## config.mk

```make
export PLATFORM = sky130hd
export DESIGN_NAME = d_branch_seq
export DESIGN_NICKNAME = d
export VERILOG_FILES = /design/src/rtl/d_branch_pkg.sv /design/src/rtl/d_branch_cmp.sv /design/src/rtl/d_branch_seq.sv
export SDC_FILE = /design/constraint.sdc
export NUM_CORES = 1
export LEC_CHECK = 0
export ABC_AREA = 1
export BUFFER_PORTS_ARGS = -buffer_cell sky130_fd_sc_hd__buf_4
export CORE_AREA = 2 2 76 78
export DETAILED_ROUTE_END_ITERATION = 8
export DIE_AREA = 0 0 78 80
export PLACE_DENSITY_LB_ADDON = 0.25
export SETUP_SLACK_MARGIN = 0.3
export SYNTH_ARGS = -nofsm -noshare
export SYNTH_HDL_FRONTEND = slang
export SYNTH_SLANG_ARGS = --single-unit
```

## constraint.sdc

```tcl
create_clock -name clk -period 2.45 [get_ports clk]
set_input_delay 0.1225 -clock clk [delete_from_list [all_inputs] [get_ports clk]]
set_output_delay 0.1225 -clock clk [all_outputs]
set_load 0.05 [all_outputs]
```

## src/rtl/d_branch_pkg.sv

```systemverilog
// Shared encodings for the decode-stage branch/jump sequencer:
// branch and jump op codes, PC select values and FSM states.
package d_branch_pkg;

  localparam logic [2:0] BOP_NONE = 3'b000;
  localparam logic [2:0] BOP_BEQ  = 3'b001;
  localparam logic [2:0] BOP_BNE  = 3'b010;
  localparam logic [2:0] BOP_BLEZ = 3'b011;
  localparam logic [2:0] BOP_BGTZ = 3'b100;
  localparam logic [2:0] BOP_BLTZ = 3'b101;
  localparam logic [2:0] BOP_BGEZ = 3'b110;
  localparam logic [2:0] BOP_RSVD = 3'b111;

  localparam logic [1:0] JMP_NONE = 2'b00;
  localparam logic [1:0] JMP_J    = 2'b01;
  localparam logic [1:0] JMP_JR   = 2'b10;
  localparam logic [1:0] JMP_RSVD = 2'b11;

  localparam logic [1:0] PC_SEL_PC4    = 2'b00;
  localparam logic [1:0] PC_SEL_BRANCH = 2'b01;
  localparam logic [1:0] PC_SEL_JUMP   = 2'b10;
  localparam logic [1:0] PC_SEL_RS     = 2'b11;

  typedef enum logic [1:0] {
    ST_IDLE     = 2'd0,
    ST_WAIT     = 2'd1,
    ST_REDIRECT = 2'd2
  } state_e;

  // Reserved code 111 falls out as "not a branch".
  function automatic logic is_branch_op(input logic [2:0] bop);
    return (bop != BOP_NONE) && (bop != BOP_RSVD);
  endfunction

endpackage

```

## src/rtl/d_branch_cmp.sv

```systemverilog
// Combinational branch condition evaluator; the zero-compare forms treat rs
// as a signed 32-bit value.
module d_branch_cmp
  import d_branch_pkg::*;
(
  input  logic [2:0]  bop,
  input  logic [31:0] rs,
  input  logic [31:0] rt,
  output logic        taken
);

  logic signed [31:0] rs_s;

  assign rs_s = rs;

  always_comb begin
    taken = 1'b0;
    case (bop)
      BOP_BEQ:  taken = (rs == rt);
      BOP_BNE:  taken = (rs != rt);
      BOP_BLEZ: taken = (rs_s <= 32'sd0);
      BOP_BGTZ: taken = (rs_s >  32'sd0);
      BOP_BLTZ: taken = (rs_s <  32'sd0);
      BOP_BGEZ: taken = (rs_s >= 32'sd0);
      default:  taken = 1'b0;
    endcase
  end

endmodule

```

## src/rtl/d_branch_seq.sv

```systemverilog
// Decode-stage control-flow sequencer: waits for operands, resolves the
// branch/jump, then drives a one-slot redirect with flush and jal link.
module d_branch_seq
  import d_branch_pkg::*;
#(
  parameter int CNT_W = 16
)
(
  input  logic             clk,
  input  logic             rst,
  input  logic             i_valid,
  input  logic [1:0]       i_jump,
  input  logic [2:0]       i_bop,
  input  logic             i_aluPC4,
  input  logic [31:0]      i_rs_val,
  input  logic [31:0]      i_rt_val,
  input  logic             i_rs_rdy,
  input  logic             i_rt_rdy,
  input  logic             i_ex_stall,
  output logic [1:0]       o_pc_sel,
  output logic             o_flush_fd,
  output logic             o_stall_fd,
  output logic             o_link,
  output logic             o_busy,
  output logic [CNT_W-1:0] o_br_cnt,
  output logic [CNT_W-1:0] o_taken_cnt
);

  state_e           state_q, state_d;
  logic [1:0]       sel_q, sel_d;
  logic             link_q, link_d;
  logic [CNT_W-1:0] br_cnt_q, br_cnt_d;
  logic [CNT_W-1:0] taken_cnt_q, taken_cnt_d;

  logic is_br, is_jmp, is_jr, is_cf;
  logic need_rs, need_rt, ops_ready;
  logic cond_taken, taken, can_resolve, resolve;

  assign is_br   = is_branch_op(i_bop);
  assign is_jmp  = (i_jump == JMP_J);
  assign is_jr   = (i_jump == JMP_JR);
  assign is_cf   = i_valid && (is_br || is_jmp || is_jr);
  assign need_rs = is_br || is_jr;
  assign need_rt = (i_bop == BOP_BEQ) || (i_bop == BOP_BNE);

  assign ops_ready   = (!need_rs || i_rs_rdy) && (!need_rt || i_rt_rdy);
  assign taken       = is_jmp || is_jr || cond_taken;
  assign can_resolve = is_cf && ops_ready && !i_ex_stall;
  assign resolve     = (state_q != ST_REDIRECT) && can_resolve;

  d_branch_cmp u_cmp (
    .bop   (i_bop),
    .rs    (i_rs_val),
    .rt    (i_rt_val),
    .taken (cond_taken)
  );

  always_ff @(posedge clk or posedge rst) begin
    if (rst) begin
      state_q     <= ST_IDLE;
      sel_q       <= PC_SEL_PC4;
      link_q      <= 1'b0;
      br_cnt_q    <= '0;
      taken_cnt_q <= '0;
    end else begin
      state_q     <= state_d;
      sel_q       <= sel_d;
      link_q      <= link_d;
      br_cnt_q    <= br_cnt_d;
      taken_cnt_q <= taken_cnt_d;
    end
  end

  // IDLE and WAIT share the resolve path; a vanished op drops back to IDLE.
  always_comb begin
    state_d = state_q;
    sel_d   = sel_q;
    link_d  = link_q;
    case (state_q)
      ST_IDLE, ST_WAIT: begin
        if (!is_cf) begin
          state_d = ST_IDLE;
        end else if (can_resolve) begin
          state_d = taken ? ST_REDIRECT : ST_IDLE;
          if (taken) begin
            sel_d  = is_jmp ? PC_SEL_JUMP : (is_jr ? PC_SEL_RS : PC_SEL_BRANCH);
            link_d = is_jmp && i_aluPC4;
          end
        end else if (!ops_ready) begin
          state_d = ST_WAIT;
        end
      end
      ST_REDIRECT: begin
        if (!i_ex_stall) state_d = ST_IDLE;
      end
      default: state_d = ST_IDLE;
    endcase
  end

  always_comb begin
    br_cnt_d    = br_cnt_q + {{(CNT_W-1){1'b0}}, resolve};
    taken_cnt_d = taken_cnt_q + {{(CNT_W-1){1'b0}}, resolve && taken};
  end

  always_comb begin
    o_pc_sel   = PC_SEL_PC4;
    o_flush_fd = 1'b0;
    o_link     = 1'b0;
    o_busy     = 1'b0;
    o_stall_fd = 1'b0;
    case (state_q)
      ST_IDLE: begin
        o_stall_fd = (is_cf && !ops_ready) || i_ex_stall;
      end
      ST_WAIT: begin
        o_busy     = 1'b1;
        o_stall_fd = (is_cf && !ops_ready) || i_ex_stall;
      end
      ST_REDIRECT: begin
        o_busy     = 1'b1;
        o_pc_sel   = sel_q;
        o_flush_fd = 1'b1;
        o_link     = link_q && !i_ex_stall;
      end
      default: ;
    endcase
  end

  assign o_br_cnt    = br_cnt_q;
  assign o_taken_cnt = taken_cnt_q;

endmodule

```

==> results of run 1 <==
## power by group through the flow
stage	Combinational [uW]	Sequential, uW	Clock, uW
finish	927	846	505
global route	991	861	543
CTS	896	823	510
detailed placement	851	821	0
global placement	829	818	0
floorplan	256	1070	0
## kinds of logic after synthesis
| logic type | after synthesis | synth area share |
|---|---|---|
| buffers and inverters | 41 | 0.0615 |
| XOR/XNOR | 54 | 0.189 |
| AND/OR/NAND/NOR | 164 | 0.312 |
| flip-flops | 37 | 0.370 |
| adder cells (fa/ha/maj) | 9 | 0.0450 |
| AO/OA/AOI/OAI | 9 | 0.0220 |
## placed cells by master (no fill, tap or decap), types with 5 or more instances in the layout
cell type / count
nand3_1: 8
dfrtp_1: 37
xnor2_2: 8
ha_4: 5
clkbuf_8: 5
nor2_4: 5
inv_1: 33
inv_2: 6
xnor2_1: 27
nor2_1: 33
nor2_2: 12
nand3_2: 8
nand2_2: 6
buf_6: 6
xor2_1: 18
buf_4: 155
nand2_1: 73
## layout make-up
class                      instances  area (sq um)  share of cell area
multi-input combinational        236          1710               0.401
timing repair buffer             163          1260               0.296
sequential                        37           926               0.217
inverter                          41           174              0.0408
tap                               72          90.1              0.0211
clock buffer                       5          68.8              0.0161
clock inverter                     2          35.0             0.00822
## flip-flops by register name, summed over array words and instances, names as in the netlist
signal       count
sel_q            2
o_br_cnt        16
o_taken_cnt     16
state_q          2
link_q           1
## tightest hold or removal path, cell delays in order
cell and delay (ns):
buf_4 0.09, nand2_1 0.05, inv_1 0.04, nand3_1 0.07, nand2_1 0.06
## what timing repair did
action	in CTS	in global routing
hold endpoints to repair	37	0
resized for setup	17	39
endpoints found under the setup margin	12	14
pin swaps	23	28
setup buffers	13	9
hold buffers	1	0
## layer usage
metal | global-route usage | share of wire
met5 | 0 | 0
met4 | 0.0614 | 0.020
met3 | 0.0351 | 0.039
met2 | 0.417 | 0.56
met1 | 0.239 | 0.38
## per-stage QoR
stage	setup slack [ns]	TNS [ns]	instance area, sq um	std cells
3_5_place_dp	-0.222	-0.966	3710	526
5_1_grt	0.0674	0	4260	556
6_report	0.229	0	4260	556
4_1_cts	0.251	0	4010	547
3_3_place_gp	-0.111	-0.418	3710	526
2_1_floorplan	0.0240	0	2570	314
## Yosys cell counts (2+ instances only)
master / number / share of area
xor2_1: 19 / 0.067
xnor2_1: 35 / 0.12
inv_1: 37 / 0.056
nor3_2: 2 / 0.0080
nor2_1: 45 / 0.068
a21oi_2: 2 / 0.0070
ha_1: 9 / 0.045
dfrtp_1: 37 / 0.37
nand3_1: 13 / 0.026
inv_2: 4 / 0.0060
nand3_2: 7 / 0.028
nand2_2: 4 / 0.010
nor2_2: 4 / 0.010
nand4_1: 3 / 0.0075
nand2_1: 75 / 0.11
nor3_1: 4 / 0.0080
o21ai_0: 5 / 0.010
nor3b_2: 2 / 0.010
## worst paths after layout
path / startpoint / endpoint
setup / recovery: state_q[0] / o_taken_cnt[14]
hold / removal: i_aluPC4 / link_q
setup reg to reg: state_q[0] / o_taken_cnt[14]
hold reg to reg: o_taken_cnt[15] / o_taken_cnt[15]
max in group asynchronous: rst / o_br_cnt[9]
min in group asynchronous: rst / o_br_cnt[15]
==> results.yml, run 1 <==
die:
  num_rows: 27
  die_h_um: 80
  num_io_pins: 114
  dieWidth_um: 78
  dieArea_sq_mm: 0.00624
  core_area_sq_mm: 0.00541
  start_util: 0.463
synth:
  ys_async_sr_fraction: 1.00
  synth.distinct_cells: 25
  synth_nets: 399
  syn_inst: 314
  ys_ff_latch: 37
  synth.avg_cell_area_sq_um: 7.97
  synth_ff_type: "dfrtp_1"
  yosys_warnings: 0
  syn_area_sq_mm: 0.00250
  synth_edf_count: 0
  yosysSeqAreaShare: 0.370
route:
  routed_wirelength_um: 6860
  drtPass1Iterations: 4
  viasPerCell: 4.64
  drcViolationCount: 0
  drt-initial-drc-count: 120
  ant_nets: 0
  dr_total_vias: 2582
  avgRoutedWirePerCell_um: 12.3
final_layout:
  synthToLayoutAreaGrowth_pct: 70.5
  drive_gt1_frac: 0.492
  fillers: 375
  layout.nets: 569
  antenna_cells: 0
  final_core_util: 0.789
global_routing:
  grt_pass1_vias: 2484
  antenna_found_initial: 0
  grt.total_usage: 0.215
  overflow: 0
  grt_max_degree: 38
  grt_pass1_wl_um: 10600
hold_path:
  hold_depth: 5
  hold_class: "input port to flop"
timing:
  finalSetupViolations: 0
  timing.final.crit_period_ns: 2.22
  tightest_slew_ns: 0.481
  max_slew_margin: 0.680
  max_freq_ghz: 0.450
  hold_violations: 0
  hold_ws_ns: 0.175
  rsz0062_at_grt: "true"
  fin_crit_sh: 0.907
  clock_skew_ns: 0.0107
  slew_viol_final: 0
placement:
  dp_hpwl_um: 5150
  gp_congestion: 0.819
  numPortBuffers: 113
setup_path:
  path_class: "flop to flop"
  reg2regPathDepth: 15
  critical_path_buf_inv_count: 2
  path_cells: "inv_2, ha_4, nor2_4, nand2_2, inv_2, ha_4, ha_4, nand3_4, nor2_4, nand3_2, nor2_2, nand2_2, nor3b_2, nand2_1, xnor2_1"
  arrival_ns: 2.39
  crit_slowest_cell: "dfrtp_1"
  crit_required_ns: 2.62
  cp-end-kind: "flop"
  rrSetupSlack_ns: 0.23
  max_stage_delay_ns: 0.38
  worstSetupStartpointType: "flop"
  crit_fanout: 2
  crit_family: "simple AND/OR/NAND/NOR gates"
  path_common_cell: "ha_4"
  crit_cells: 15
power:
  power_frac_seq: 0.371
  p_per_area_mw_per_mm2: 534
  internal-power_uw: 1370
  total_power_uw: 2280
  p_sw_uw: 903
  ir_drop_uv: 609
  clkPwrFrac: 0.221
  swShare: 0.397
  pwr-share-comb: 0.407
  power.leakage_uw: 0.00221
clock_tree:
  numCtsBuffers: 5
  clkTransAtPathRegs_ns: 0.08
  clock_latency_ns: 0.29
  clk_path_buf_depth: 2
  numClockSinks: 37
  htreeDepth: 2
  cts_root_buffer: "clkbuf_8"
  cts_tree: "built"
status:
  outcome: "completed"
job:
  drv_cap: 0
(Power assumes the default switching activity.)
==> run 2, diff against run 1 <==
Settings changed: CORE_AREA 2 2 76 78 to 2 2 69 87, DIE_AREA 0 0 78 80 to 0 0 71 89.
==> results.yml, run 2 (same netlist as run 1, synthesis figures left out) <==
status:
  outcome: "completed"
route:
  ant_nets: 0
  dr_total_vias: 2709
  avgRoutedWirePerCell_um: 13.8
  routed_wirelength_um: 7680
  drt-initial-drc-count: 104
  viasPerCell: 4.86
  drcViolationCount: 0
  drtPass1Iterations: 4
power:
  ir_drop_uv: 359
  p_per_area_mw_per_mm2: 527
  total_power_uw: 2370
  power.leakage_uw: 0.00232
placement:
  dp_hpwl_um: 5350
  gp_congestion: 0.824
  numPortBuffers: 113
  placed_area_sq_mm: 0.00372
  dp_slack_ns: -0.225
clock_tree:
  numClockSinks: 37
  clock_latency_ns: 0.29
  numCtsBuffers: 5
  clkTransAtPathRegs_ns: 0.07
  clk_path_buf_depth: 2
  cts_root_buffer: "clkbuf_8"
  htreeDepth: 2
  cts_tree: "built"
hold_path:
  hold_class: "input port to flop"
  min_from: "i_aluPC4"
setup_path:
  crit_required_ns: 2.62
  cp-startpoint: "i_rs_val[10]"
  rr_startpoint: "state_q[1]"
  cp-end-kind: "flop"
  worstSetupStartpointType: "input port"
  path_class: "input port to flop"
  arrival_ns: 2.48
  crit_fanout: 2
die:
  dieArea_sq_mm: 0.00632
  dieWidth_um: 71
  start_util: 0.460
  core_area_sq_mm: 0.00544
  die_h_um: 89
  num_io_pins: 114
  num_rows: 30
final_layout:
  drive_gt1_frac: 0.540
  layout_commonest_cell: "buf_4"
  synthToLayoutAreaGrowth_pct: 79.8
  fin_area_sq_mm: 0.00450
  antenna_cells: 0
  mostFrequentLayoutCells: "buf_4 (154), nand2_1 (70), dfrtp_1 (37)"
  layout.nets: 577
  seqCellArea_sq_um: 926
  fillers: 316
  multi_input_area_sq_mm: 0.00185
timing:
  timing.final.crit_period_ns: 2.31
  finalSetupViolations: 0
  clock_skew_ns: 0.00428
  hold_violations: 0
  layout_setup_ws_ns: 0.143
  slew_viol_final: 0
  fin_crit_sh: 0.942
  max_freq_ghz: 0.433
  max_slew_margin: 0.570
  tightest_slew_ns: 0.645
  rsz0062_at_grt: "true"
global_routing:
  overflow: 0
  antenna_found_initial: 0
  grt_pass1_vias: 2643
  grt_pass1_wl_um: 11000
  grt_max_degree: 22
  grt.total_usage: 0.220
job:
  drv_cap: 0
[run 2: final cells by class]
cell class,count,share of cell area
Inverter,41,0.0387
Sequential cell,37,0.206
Tap cell,64,0.0178
Clock buffer,7,0.0192
Clock inverter,1,0.00668
Timing Repair Buffer,171,0.301
Multi-Input combinational cell,236,0.411
[run 2: power breakdown]
group / total [uW] / switching, uW / internal, uW
combinational: 974 / 582 / 392
sequential: 849 / 142 / 707
clock: 548 / 216 / 332
[run 2: routing by layer]
metal  GRT usage  vias to the layer above  share of wire
li1            -                     1322              -
met2       0.447                      112           0.56
met5           0                        -              0
met3      0.0383                       13          0.067
met4      0.0978                        0          0.024
met1       0.215                     1262           0.35
[run 2: timing repair]
action / in CTS / in global routing
hold buffers: 1 / 0
buffers inserted: 16 / 11
setup endpoints to repair: 12 / 13
hold endpoints to repair: 16 / 0
pin swaps: 20 / 55
resized for setup: 17 / 76
[run 2: critical path, stage by stage]
cell and delay, ns:
buf_4 0.13, xnor2_1 0.19, nand2_1 0.08, nor2_1 0.10
nand2_1 0.07, nor2_2 0.12, nand2_1 0.06, nand2_1 0.06
nand2_1 0.05, nand3_2 0.08, nand2_2 0.06, inv_2 0.07
ha_4 0.16, ha_4 0.15, nand3_4 0.08, nor2_4 0.10
nand3_2 0.07, nor2_1 0.11, nand2_1 0.10, nor3b_2 0.25
nand2_1 0.11, xnor2_1 0.14
[run 2: final timing paths]
kind | endpoint | slack [ns] | cells after the start
worst min register to register | o_br_cnt[15] | 0.48 | 1
worst min-delay path | link_q | 0.18 | 5
worst max register to register | o_taken_cnt[14] | 0.14 | 14
max in group asynchronous | o_taken_cnt[4] | 1.23 | 4
worst max-delay path | o_taken_cnt[14] | 0.14 | 22
min in group asynchronous | o_br_cnt[11] | 0.49 | 3
[run 2: stage by stage]
step | utilization | hold WS, ns | instances | setup TNS, ns
3_3_place_gp | 0.684 | 0.238 | 521 | -0.205
3_5_place_dp | 0.684 | 0.247 | 521 | -1.30
4_1_cts | 0.747 | 0.178 | 546 | 0
2_1_floorplan | - | 0.302 | 314 | 0
5_1_grt | 0.826 | 0.230 | 557 | -0.0322
6_report | 0.826 | 0.177 | 557 | 0
